$ cat src/rtl/ddr2_pkg.sv
// ddr2_pkg: shared command encoding, queue entry layout and burst helper for the ddr2 host front end.
package ddr2_pkg;
    localparam int ADDR_W = 25;
    localparam int DATA_W = 16;
    typedef enum logic [2:0] {NOP, SCR, SCW, BLR, BLW, ATR, ATW, NOP7} cmd_e;
    typedef struct packed {
        cmd_e              cmd;
        logic [1:0]        sz;
        logic [2:0]        op;
        logic [ADDR_W-1:0] addr;
    } cmd_entry_t;
    typedef enum logic {IDLE, BLKWR} state_e;
    function automatic logic [5:0] burst_len(input logic [1:0] sz);
        return {1'b0, sz, 3'b000} + 6'd8;
    endfunction
endpackage

$ cat src/rtl/ddr2_host_if_if.sv
// ddr2_host_if_if: host port plus engine-side queue taps of the ddr2 host front end.
interface ddr2_host_if_if;
    import ddr2_pkg::*;
    cmd_e              cmd;
    logic [1:0]        sz;
    logic [2:0]        op;
    logic [ADDR_W-1:0] addr;
    logic [DATA_W-1:0] din;
    logic              fetching;
    logic              notfull;
    logic [6:0]        fillcount;
    logic [DATA_W-1:0] dout;
    logic [ADDR_W-1:0] raddr;
    logic              validout;
    logic              cq_valid;
    cmd_entry_t        cq_entry;
    logic              cq_pop;
    logic              wq_valid;
    logic [DATA_W-1:0] wq_data;
    logic              wq_pop;
    logic              rq_push;
    logic [DATA_W-1:0] rq_data;
    logic [ADDR_W-1:0] rq_addr;
    logic              rq_ready;
    logic [1:0]        err;
    modport slave (
        input  cmd, sz, op, addr, din, fetching, cq_pop, wq_pop, rq_push, rq_data, rq_addr,
        output notfull, fillcount, dout, raddr, validout, cq_valid, cq_entry, wq_valid, wq_data, rq_ready, err
    );
    modport master (
        output cmd, sz, op, addr, din, fetching, cq_pop, wq_pop, rq_push, rq_data, rq_addr,
        input  notfull, fillcount, dout, raddr, validout, cq_valid, cq_entry, wq_valid, wq_data, rq_ready, err
    );
endinterface

$ cat src/rtl/ddr2_sync_fifo.sv
// ddr2_sync_fifo: single-clock FIFO with registered count; push when full and pop when empty are ignored.
module ddr2_sync_fifo #(
    parameter int WIDTH = 16,
    parameter int DEPTH = 16
) (
    input  logic                   clk,
    input  logic                   rst_n,
    input  logic                   push,
    input  logic                   pop,
    input  logic [WIDTH-1:0]       wdata,
    output logic [WIDTH-1:0]       rdata,
    output logic [$clog2(DEPTH):0] count,
    output logic                   full,
    output logic                   empty
);
    localparam int AW = $clog2(DEPTH);
    logic [WIDTH-1:0] mem [DEPTH];
    logic [AW-1:0]    wr_ptr, rd_ptr;
    logic             do_push, do_pop;
    assign full    = count == (AW+1)'(DEPTH);
    assign empty   = count == '0;
    assign do_push = push && !full;
    assign do_pop  = pop && !empty;
    assign rdata   = mem[rd_ptr];
    always_ff @(posedge clk or negedge rst_n)
        if (!rst_n) begin
            wr_ptr <= '0;
            rd_ptr <= '0;
            count  <= '0;
        end else begin
            wr_ptr <= do_push ? wr_ptr + 1'b1 : wr_ptr;
            rd_ptr <= do_pop ? rd_ptr + 1'b1 : rd_ptr;
            count  <= (do_push && !do_pop) ? count + 1'b1 : (do_pop && !do_push) ? count - 1'b1 : count;
        end
    always_ff @(posedge clk)
        if (do_push) mem[wr_ptr] <= wdata;
endmodule

$ cat src/rtl/ddr2_host_if.sv
// ddr2_host_if: host command/write-data capture and read-return delivery for ddr2_controller.
// Define HOSTIF_ERR_EN to build the sticky protocol-error flags on err.
module ddr2_host_if
    import ddr2_pkg::*;
#(
    parameter int CMD_DEPTH  = 16,
    parameter int DATA_DEPTH = 64,
    parameter int RET_DEPTH  = 32
) (
    input logic           clk,
    input logic           rst_n,
    ddr2_host_if_if.slave bus
);
    localparam int RW = ADDR_W + DATA_W;
    state_e                       state, state_n;
    logic [5:0]                   cnt, cnt_n;
    logic                         cq_push, wq_push, rq_pop;
    logic                         cq_full, cq_empty, wq_full, wq_empty, rq_full, rq_empty;
    logic                         needs_data, takes;
    logic [$clog2(CMD_DEPTH):0]   cq_count;
    logic [$clog2(DATA_DEPTH):0]  wq_count;
    logic [$clog2(RET_DEPTH):0]   rq_count;
    logic [RW-1:0]                rq_head;
    ddr2_sync_fifo #(.WIDTH($bits(cmd_entry_t)), .DEPTH(CMD_DEPTH)) u_cq (
        .clk(clk), .rst_n(rst_n), .push(cq_push), .pop(bus.cq_pop),
        .wdata({bus.cmd, bus.sz, bus.op, bus.addr}), .rdata(bus.cq_entry),
        .count(cq_count), .full(cq_full), .empty(cq_empty)
    );
    ddr2_sync_fifo #(.WIDTH(DATA_W), .DEPTH(DATA_DEPTH)) u_wq (
        .clk(clk), .rst_n(rst_n), .push(wq_push), .pop(bus.wq_pop),
        .wdata(bus.din), .rdata(bus.wq_data),
        .count(wq_count), .full(wq_full), .empty(wq_empty)
    );
    ddr2_sync_fifo #(.WIDTH(RW), .DEPTH(RET_DEPTH)) u_rq (
        .clk(clk), .rst_n(rst_n), .push(bus.rq_push), .pop(rq_pop),
        .wdata({bus.rq_addr, bus.rq_data}), .rdata(rq_head),
        .count(rq_count), .full(rq_full), .empty(rq_empty)
    );
    assign bus.notfull   = !cq_full;
    assign bus.fillcount = 7'(wq_count);
    assign bus.cq_valid  = !cq_empty;
    assign bus.wq_valid  = !wq_empty;
    assign bus.rq_ready  = !rq_full;
    assign rq_pop        = bus.fetching && !rq_empty;
    assign needs_data    = bus.cmd inside {SCW, ATR, ATW, BLW};
    assign takes         = needs_data || bus.cmd inside {SCR, BLR};
    always_ff @(posedge clk or negedge rst_n)
        if (!rst_n) begin
            state <= IDLE;
            cnt   <= '0;
        end else begin
            state <= state_n;
            cnt   <= cnt_n;
        end
    // In a burst the counter holds the words still owed after the one taken with the command.
    always_comb begin
        state_n = state;
        cnt_n   = cnt;
        cq_push = 1'b0;
        wq_push = 1'b0;
        if (state == IDLE) begin
            if (takes && !cq_full && (!needs_data || !wq_full)) begin
                cq_push = 1'b1;
                wq_push = needs_data;
                state_n = bus.cmd == BLW ? BLKWR : IDLE;
                cnt_n   = bus.cmd == BLW ? burst_len(bus.sz) - 6'd1 : cnt;
            end
        end else if (!wq_full) begin
            wq_push = 1'b1;
            cnt_n   = cnt - 6'd1;
            state_n = cnt == 6'd1 ? IDLE : BLKWR;
        end
    end
    always_ff @(posedge clk or negedge rst_n)
        if (!rst_n) begin
            bus.validout <= 1'b0;
            bus.dout     <= '0;
            bus.raddr    <= '0;
        end else begin
            bus.validout <= rq_pop;
            if (rq_pop) {bus.raddr, bus.dout} <= rq_head;
        end
`ifdef HOSTIF_ERR_EN
    always_ff @(posedge clk or negedge rst_n)
        if (!rst_n) bus.err <= 2'b00;
        else begin
            bus.err[0] <= bus.err[0] || (bus.rq_push && rq_full);
            bus.err[1] <= bus.err[1] || (bus.cq_pop && cq_empty) || (bus.wq_pop && wq_empty);
        end
`else
    assign bus.err = 2'b00;
`endif
endmodule

$ cat src/flat_wrapper.sv
// flat-port wrapper written by rule: the top's interface ports become plain ports
module ddr2_host_if_flat import ddr2_pkg::*;
#(
    parameter int CMD_DEPTH  = 16,
    parameter int DATA_DEPTH = 64,
    parameter int RET_DEPTH  = 32
)
  (clk, rst_n, bus_cmd, bus_sz, bus_op, bus_addr, bus_din, bus_fetching, bus_cq_pop, bus_wq_pop, bus_rq_push, bus_rq_data, bus_rq_addr, bus_notfull, bus_fillcount, bus_dout, bus_raddr, bus_validout, bus_cq_valid, bus_cq_entry, bus_wq_valid, bus_wq_data, bus_rq_ready, bus_err);
  ddr2_host_if_if bus_i ();
  input logic clk;
  input logic rst_n;
  input wire logic [$bits(bus_i.cmd)-1:0] bus_cmd;
  input wire logic [$bits(bus_i.sz)-1:0] bus_sz;
  input wire logic [$bits(bus_i.op)-1:0] bus_op;
  input wire logic [$bits(bus_i.addr)-1:0] bus_addr;
  input wire logic [$bits(bus_i.din)-1:0] bus_din;
  input wire logic [$bits(bus_i.fetching)-1:0] bus_fetching;
  input wire logic [$bits(bus_i.cq_pop)-1:0] bus_cq_pop;
  input wire logic [$bits(bus_i.wq_pop)-1:0] bus_wq_pop;
  input wire logic [$bits(bus_i.rq_push)-1:0] bus_rq_push;
  input wire logic [$bits(bus_i.rq_data)-1:0] bus_rq_data;
  input wire logic [$bits(bus_i.rq_addr)-1:0] bus_rq_addr;
  output wire logic [$bits(bus_i.notfull)-1:0] bus_notfull;
  output wire logic [$bits(bus_i.fillcount)-1:0] bus_fillcount;
  output wire logic [$bits(bus_i.dout)-1:0] bus_dout;
  output wire logic [$bits(bus_i.raddr)-1:0] bus_raddr;
  output wire logic [$bits(bus_i.validout)-1:0] bus_validout;
  output wire logic [$bits(bus_i.cq_valid)-1:0] bus_cq_valid;
  output wire logic [$bits(bus_i.cq_entry)-1:0] bus_cq_entry;
  output wire logic [$bits(bus_i.wq_valid)-1:0] bus_wq_valid;
  output wire logic [$bits(bus_i.wq_data)-1:0] bus_wq_data;
  output wire logic [$bits(bus_i.rq_ready)-1:0] bus_rq_ready;
  output wire logic [$bits(bus_i.err)-1:0] bus_err;
  assign bus_i.cmd = bus_cmd;
  assign bus_i.sz = bus_sz;
  assign bus_i.op = bus_op;
  assign bus_i.addr = bus_addr;
  assign bus_i.din = bus_din;
  assign bus_i.fetching = bus_fetching;
  assign bus_i.cq_pop = bus_cq_pop;
  assign bus_i.wq_pop = bus_wq_pop;
  assign bus_i.rq_push = bus_rq_push;
  assign bus_i.rq_data = bus_rq_data;
  assign bus_i.rq_addr = bus_rq_addr;
  assign bus_notfull = bus_i.notfull;
  assign bus_fillcount = bus_i.fillcount;
  assign bus_dout = bus_i.dout;
  assign bus_raddr = bus_i.raddr;
  assign bus_validout = bus_i.validout;
  assign bus_cq_valid = bus_i.cq_valid;
  assign bus_cq_entry = bus_i.cq_entry;
  assign bus_wq_valid = bus_i.wq_valid;
  assign bus_wq_data = bus_i.wq_data;
  assign bus_rq_ready = bus_i.rq_ready;
  assign bus_err = bus_i.err;
  ddr2_host_if #(.CMD_DEPTH(CMD_DEPTH), .DATA_DEPTH(DATA_DEPTH), .RET_DEPTH(RET_DEPTH)) u_core (.clk(clk), .rst_n(rst_n), .bus(bus_i));
endmodule
$ cat config.mk
export PLATFORM = sky130hd
export DESIGN_NAME = ddr2_host_if_flat
export DESIGN_NICKNAME = d
export VERILOG_FILES = /design/src/rtl/ddr2_pkg.sv /design/src/rtl/ddr2_host_if_if.sv /design/src/rtl/ddr2_sync_fifo.sv /design/src/rtl/ddr2_host_if.sv /design/src/flat_wrapper.sv
export SDC_FILE = /design/constraint.sdc
export NUM_CORES = 2
export LEC_CHECK = 0
export CAP_MARGIN = 20
export CORE_MARGIN = 2
export CORE_UTILIZATION = 60
export CTS_CLUSTER_DIAMETER = 120
export DETAILED_ROUTE_END_ITERATION = 7
export PLACE_DENSITY = 0.77
export SYNTH_ARGS = -nofsm -noshare
export SYNTH_HDL_FRONTEND = slang
export SYNTH_SLANG_ARGS = --single-unit
$ cat constraint.sdc
create_clock -name clk -period 6.35 [get_ports clk]
set_input_delay 0.9525 -clock clk [delete_from_list [all_inputs] [get_ports clk]]
set_output_delay 0.9525 -clock clk [all_outputs]
set_load 0.005 [all_outputs]
-- Word-level counts from Yosys, hierarchy flattened
Memories as Yosys holds them, arrays and structs flattened. A register that Yosys moved wholly into a read port is not among the register bits.
Cells that the tools add are included.
- flip-flop bits (word level): 56
- bits in writable memories: 2864
- bits of input ports: 96
- output and inout port bits: 104
- word-level logic and storage cells: 109
- memories: 3
- $add $sub $neg: 15
- equality and inequality tests: 11
- mux-type cells: 26
- reductions and logical operators: 42
- memories (memory ; depth ; bits a word ; read ports ; clocked after memory_dff ; wr ports ; RTL line ; source):
    u_core.u_rq.mem ; 32 ; 41 ; 1 ; 1 ; 1 ; ddr2_sync_fifo.sv:17 ; logic [WIDTH-1:0] mem [DEPTH];
    u_core.u_wq.mem ; 64 ; 16 ; 1 ; 0 ; 1 ; ddr2_sync_fifo.sv:17 ;
    u_core.u_cq.mem ; 16 ; 33 ; 1 ; 0 ; 1 ; ddr2_sync_fifo.sv:17 ;
- operator list (kind ; count):
    $mux W6 ; 6
    $add A6 B1 Y6 const B ; 3
    $sub A6 B1 Y6 const B ; 3
    $mux W1 ; 16
    $add A5 B1 Y5 const B ; 3
    $logic_and A1 B1 Y1 ; 15
    $logic_not A1 Y1 ; 14
    $mux W7 ; 2
    $reduce_bool A2 Y1 ; 6
    $mux W5 ; 2
    $eq A3 B3 Y1 const B ; 3
    $add A4 B1 Y4 const B ; 2
    $add A7 B1 Y7 const B ; 1
    $eq A7 B7 Y1 const B ; 1
    $logic_not A7 Y1 ; 1
    $sub A7 B1 Y7 const B ; 1
    $add A5 B4 Y6 const B ; 1
    $eq A3 B2 Y1 const B ; 2
    $eq A6 B1 Y1 const B ; 1
    $eq A6 B6 Y1 const B ; 1
    $logic_not A6 Y1 ; 1
    $eq A5 B5 Y1 const B ; 1
    $logic_not A5 Y1 ; 1
    $sub A5 B1 Y5 const B ; 1
    other kinds (5) ; 6

-- Logic depth before layout (Yosys ltp)
- depth in word-level cells: 12
- gate-level depth with buffers: 14
- gate-level depth less buffers: 12

-- Hierarchy
Synthesis repeated with hierarchy kept, for this count alone.
- cells, all modules: 5437
- area total of the unflattened synthesis: 114447.3 sq um
- modules (own cells, without submodules) (module ; instances ; cells an instance ; area an instance (sq um) ; seq. area each (sq um)):
    ddr2_sync_fifo at u_core.u_rq ; 1 ; 2284 ; 50465.9 ; 39798.2
    ddr2_sync_fifo at u_core.u_wq ; 1 ; 1968 ; 40531.4 ; 31224.9
    ddr2_sync_fifo at u_core.u_cq ; 1 ; 1039 ; 21386.8 ; 16180.5
    ddr2_host_if ; 1 ; 146 ; 2063.2 ; 1226.2

-- Worst setup path before layout
No wires, ideal clock.
- kind: in2reg
- from: in bus_cmd[2]
- to: mem u_core.u_cq.mem[2][0] (netlist bit) (enable)
- library setup time: 0.507 ns
- data arrival time: 4.944 ns
- data required time: 5.843 ns
- slack: 0.899 ns
- cell stages on the path: 7
- buffers on the path: 2
- cells stage by stage: nor2_1 > a21oi_1 > a22o_1 > and2_1 > buf_2 > buf_6 > nor4bb_1
- longest elaborated chain between the ends: 10
- elaborated cells on any way between the ends: 18
- classes of those cells: eq/ne: 6; mux: 4; reduce/logical: 8
- ends and longest elaborated chain (element ; RTL line ; source):
    start, declared ; flat_wrapper.sv:12 ; input wire logic [$bits(bus_i.cmd)-1:0] bus_cmd;
    $eq A3 B2 Y1, or another cell as far along ; ddr2_host_if.sv:45 ; assign needs_data = bus.cmd inside {SCW, ATR, ATW, BLW};
    $reduce_bool A4 Y1 or $reduce_bool A2 Y1 (tied branches) ; ddr2_host_if.sv:45, ddr2_host_if.sv:46 ;
    $logic_or A1 B1 Y1 or $logic_not A1 Y1 (tied branches) ; ddr2_host_if.sv:46, ddr2_host_if.sv:62 ;
    $logic_and A1 B1 Y1 or $logic_or A1 B1 Y1 (tied branches) ; ddr2_host_if.sv:62 ; if (takes && !cq_full && (!needs_data || !wq_full)) begin
    $logic_and A1 B1 Y1 (*) ; ddr2_host_if.sv:62 ;
    $mux W1 (*) ; ddr2_host_if.sv:62 ;
    $mux W1 (*) ; ddr2_host_if.sv:61 ; if (state == IDLE) begin
    $logic_and A1 B1 Y1 (*) ; ddr2_sync_fifo.sv:22 ; assign do_push = push && !full;
    named net u_core.u_cq.do_push ; ddr2_sync_fifo.sv:19 ; logic do_push, do_pop;
    $mux W1 (*) ; ddr2_sync_fifo.sv:36 ; if (do_push) mem[wr_ptr] <= wdata;
    $mux W1 (not written as such) (*) ; ddr2_sync_fifo.sv:36 ;
    end, declared ; ddr2_sync_fifo.sv:17 ;
The timed path passes the listed nets; every way through them passes the cells marked *.

-- Worst setup path in the final report
- from: reg u_core.u_wq.rd_ptr[0]
- to: out bus_wq_data[12]
- longest elaborated chain between the ends: 1
- ends and longest elaborated chain (element ; RTL line ; source):
    start, declared ; ddr2_sync_fifo.sv:18 ; logic [AW-1:0] wr_ptr, rd_ptr;
    start signal, assigned ; ddr2_sync_fifo.sv:32 ; rd_ptr <= do_pop ? rd_ptr + 1'b1 : rd_ptr;
    $mem_v2 Z64 W16 ; - ;
    end, declared ; flat_wrapper.sv:31 ; output wire logic [$bits(bus_i.wq_data)-1:0] bus_wq_data;
No other way between the ends.

==> results_dict.tcl <==
set metrics [dict create \
    outcome "completed" \
    design.core.area_mm2 0.187 \
    drtPass1Iterations 6 \
    critical_path_class "flip-flop to primary output" \
    hold_depth 1 \
    skew_ns 0.0769 \
    path_depth 7 \
    cts.sinks 2961 \
    rsz0062_at_grt "false" \
    cts_tree "built" \
    timing.hold.ws_ns 0.380 \
    ff2ff_path_depth 12 \
    synth_cells 5004 \
    async_reset_ff_frac 0.0328 \
    antenna_found_initial 12 \
    post-route-drc-count 0 \
    num_io_pins 200 \
    grt_pass1_vias 57017 \
    cts_made_buffers 303 \
    synth-main-ff-cell "edfxtp_1" \
    max_freq_mhz 163 \
    reg2reg_slack_ns 2.36 \
    fp.dieH_um 438 \
    nFillCells 10843 \
    cts_root_buf "clkbuf_16" \
    maxSlewHeadroom 0.199 \
    final_layout_size_suffix_gt1_frac 0.254 \
    grt-ovfl-total 0 \
    final_nets 5597 \
    r2r_end "u_core.u_wq.count[6]" \
    ys_seq_area_frac 0.782 \
    post-route-period-util 0.968 \
    critPathRequiredTime_ns 5.40 \
    grt_pass1_wl_um 397000 \
    first_iter_violations 7503 \
    setup_viol 0 \
    drt-total-wl_um 276000 \
    clk_latency_ns 0.97 \
    dp_hpwl_um 147000 \
    initial_core_util 0.603 \
    hold_path.class "input port to flip-flop" \
    netlist.area_leader.share 0.761 \
    crit_slowest_cell "a2111oi_0" \
    ctsResizeCount 0 \
    track_usage 0.288 \
    crit_family "compound AO/OA/AOI/OAI gates" \
    grt_max_degree 109 \
    final_antenna_net_count 0 \
    yosysTopAreaCell "edfxtp_1" \
    yosysMostFrequentCell "edfxtp_1" \
    clockBufferDepth 4 \
    post_synth_num_cell_types 63 \
    path_clk_slew_ns 0.06 \
    cp-endpoint "bus_wq_data[12]" \
    gp_congestion 0.850 \
    ys_warn_count 0 \
    cts_setup_buffers 0 \
    routedWlPerCell_um 33.7 \
    crit_path_start_kind "flip-flop" \
    avgSynthCellArea_um2 22.6 \
    cp_cell_sequence "buf_12, mux4_2, mux2i_1, nor2_1, a2111oi_0, nor4_1, clkdlybuf4s50_1" \
    cts_hold_buf 1 \
    synth-seq-cells 2961 \
    ys_top_cells_by_area "edfxtp_1, mux4_2, dfrtp_1" \
    ir_worst_vdd_uv 350 \
    die_w_um 438 \
    hold_viol 0 \
    powerDensity_mw_per_mm2 438 \
    netlist_top_cells_count "edfxtp_1, mux4_2, o22ai_1" \
    via_per_inst 6.81 \
    p_leak_nw 41.0 \
    syn_to_final_growth_pct 13.9 \
    synth-edff-count 2864 \
    setup-tns-final_ns 0 \
    synthesis.area_mm2 0.113 \
    tightest_slew_ns 1.17 \
    critical_path_buf_inv_count 2 \
    setup.worst_path.start "u_core.u_wq.rd_ptr[0]" \
    port_buffers 197 \
    vias 55725 \
    rows 159 \
    crit_path_max_incr_delay_ns 0.99 \
    drv_cap 0 \
    r2r-start "u_core.u_wq.count[1]" \
    worstPathArrival_ns 5.19 \
    dieArea_mm2 0.192 \
    slew_viol_final 0 \
    fin_crit_ns 6.15 \
    end_kind "primary output" \
    cts.htree.levels 5 \
    cp_max_fo 52 \
]
==> how the worst min path moves through the flow <==
stage | from | to
after floorplan | u_core.u_rq.count[5] | u_core.u_rq.count[5]
after detailed placement | u_core.bus.raddr[1] | u_core.bus.raddr[1]
final | bus_din[14] | u_core.u_wq.mem[47][14]
after CTS | rst_n | u_core.bus.dout[14]
after global placement | u_core.bus.raddr[2] | u_core.bus.raddr[2]
after global routing | bus_din[14] | u_core.u_wq.mem[39][14]
==> cell usage in the layout (no fill, tap or decap), types with 25 or more instances in the layout <==
master           Yosys  routed
buf_12               8      25
nor2_1             147     112
or4_1               42      42
clkbuf_16            0     317
edfxtp_1          2864    2864
nor2_4               0      32
clkbuf_1           111      68
a221oi_1            31      31
xnor2_1             26      26
clkdlybuf4s50_1      0     180
clkinv_1             0      54
inv_1               29      29
buf_4               15     177
dfrtp_1             97      87
o22ai_1            192     192
clkinv_2             0      44
mux4_2             678     678
nand2_1             91      89
o221ai_1            36      36
mux2i_1            156     156
ha_1                29      29
o21ai_1             41      41
mux2_2              32      32
==> metal layers <==
layer,share of wire,vias to the layer above,GRT usage
met3,0.088,621,0.0518
met5,0.000076,-,0
met2,0.52,3553,0.481
met4,0.041,4,0.119
met1,0.36,29336,0.380
li1,-,22211,-
==> registers in the layout (all words and copies together) (netlist names), 6 cells and up <==
register	count
u_core.u_rq.count	6
u_core.u_cq.mem	528
u_core.u_wq.wr_ptr	6
u_core.cnt	6
u_core.u_wq.count	7
u_core.u_wq.mem	1024
u_core.bus.dout	16
u_core.u_wq.rd_ptr	6
u_core.bus.raddr	25
u_core.u_rq.mem	1312
==> where the power goes <==
group	leakage (nW)	internal [mW]	total, mW	switching, mW
Sequential	26.9	22.9	24.0	1.17
Combinational	9.56	7.11	15.4	8.30
Clock	4.53	9.84	17.0	7.17
Total	41.0	39.8	56.5	16.6
==> worst reg2reg max path: cells and delay by family, from the launching register on <==
| family | cells | cell delay, ns |
|---|---|---|
| fa+ha+maj | 2 | 0.69 |
| flops | 1 | 0.44 |
| simple gates | 3 | 0.79 |
| compound gates | 4 | 1.19 |
| xor+xnor | 1 | 0.14 |
| buf+inv | 2 | 0.62 |
==> cell families after synthesis <==
family,after synthesis,synth area share
AND/OR/NAND/NOR,393,0.0178
flip-flops,2961,0.782
AO/OA/AOI/OAI,394,0.0235
XOR/XNOR,37,0.00287
adder cells (fa/ha/maj),32,0.00374
buffers and inverters,312,0.0158
other,1,0.0000332
multiplexers,874,0.154
==> final cells by class <==
class / count / area [um^2] / area share
Timing Repair Buffer: 442 / 4600 / 0.0357
Sequential cell: 2961 / 88500 / 0.687
Antenna cell: 9 / 22.5 / 0.000175
Clock inverter: 140 / 1280 / 0.00992
Inverter: 29 / 109 / 0.000845
Clock buffer: 379 / 8000 / 0.0621
Multi-Input combinational cell: 1732 / 23200 / 0.180
Tap cell: 2495 / 3120 / 0.0242
==> per-stage QoR <==
step,power [mW],worst slack [ns],cells,util,area (um^2)
2_1_floorplan,33.9,0.899,5005,-,113000
3_3_place_gp,39.2,1.26,7612,0.633,119000
3_5_place_dp,39.5,1.32,7615,0.633,119000
4_1_cts,56.6,0.201,8135,0.682,128000
5_1_grt,58.2,0.102,8184,0.687,129000
6_report,56.5,0.205,8187,0.687,129000
(Power assumes the default switching activity.)
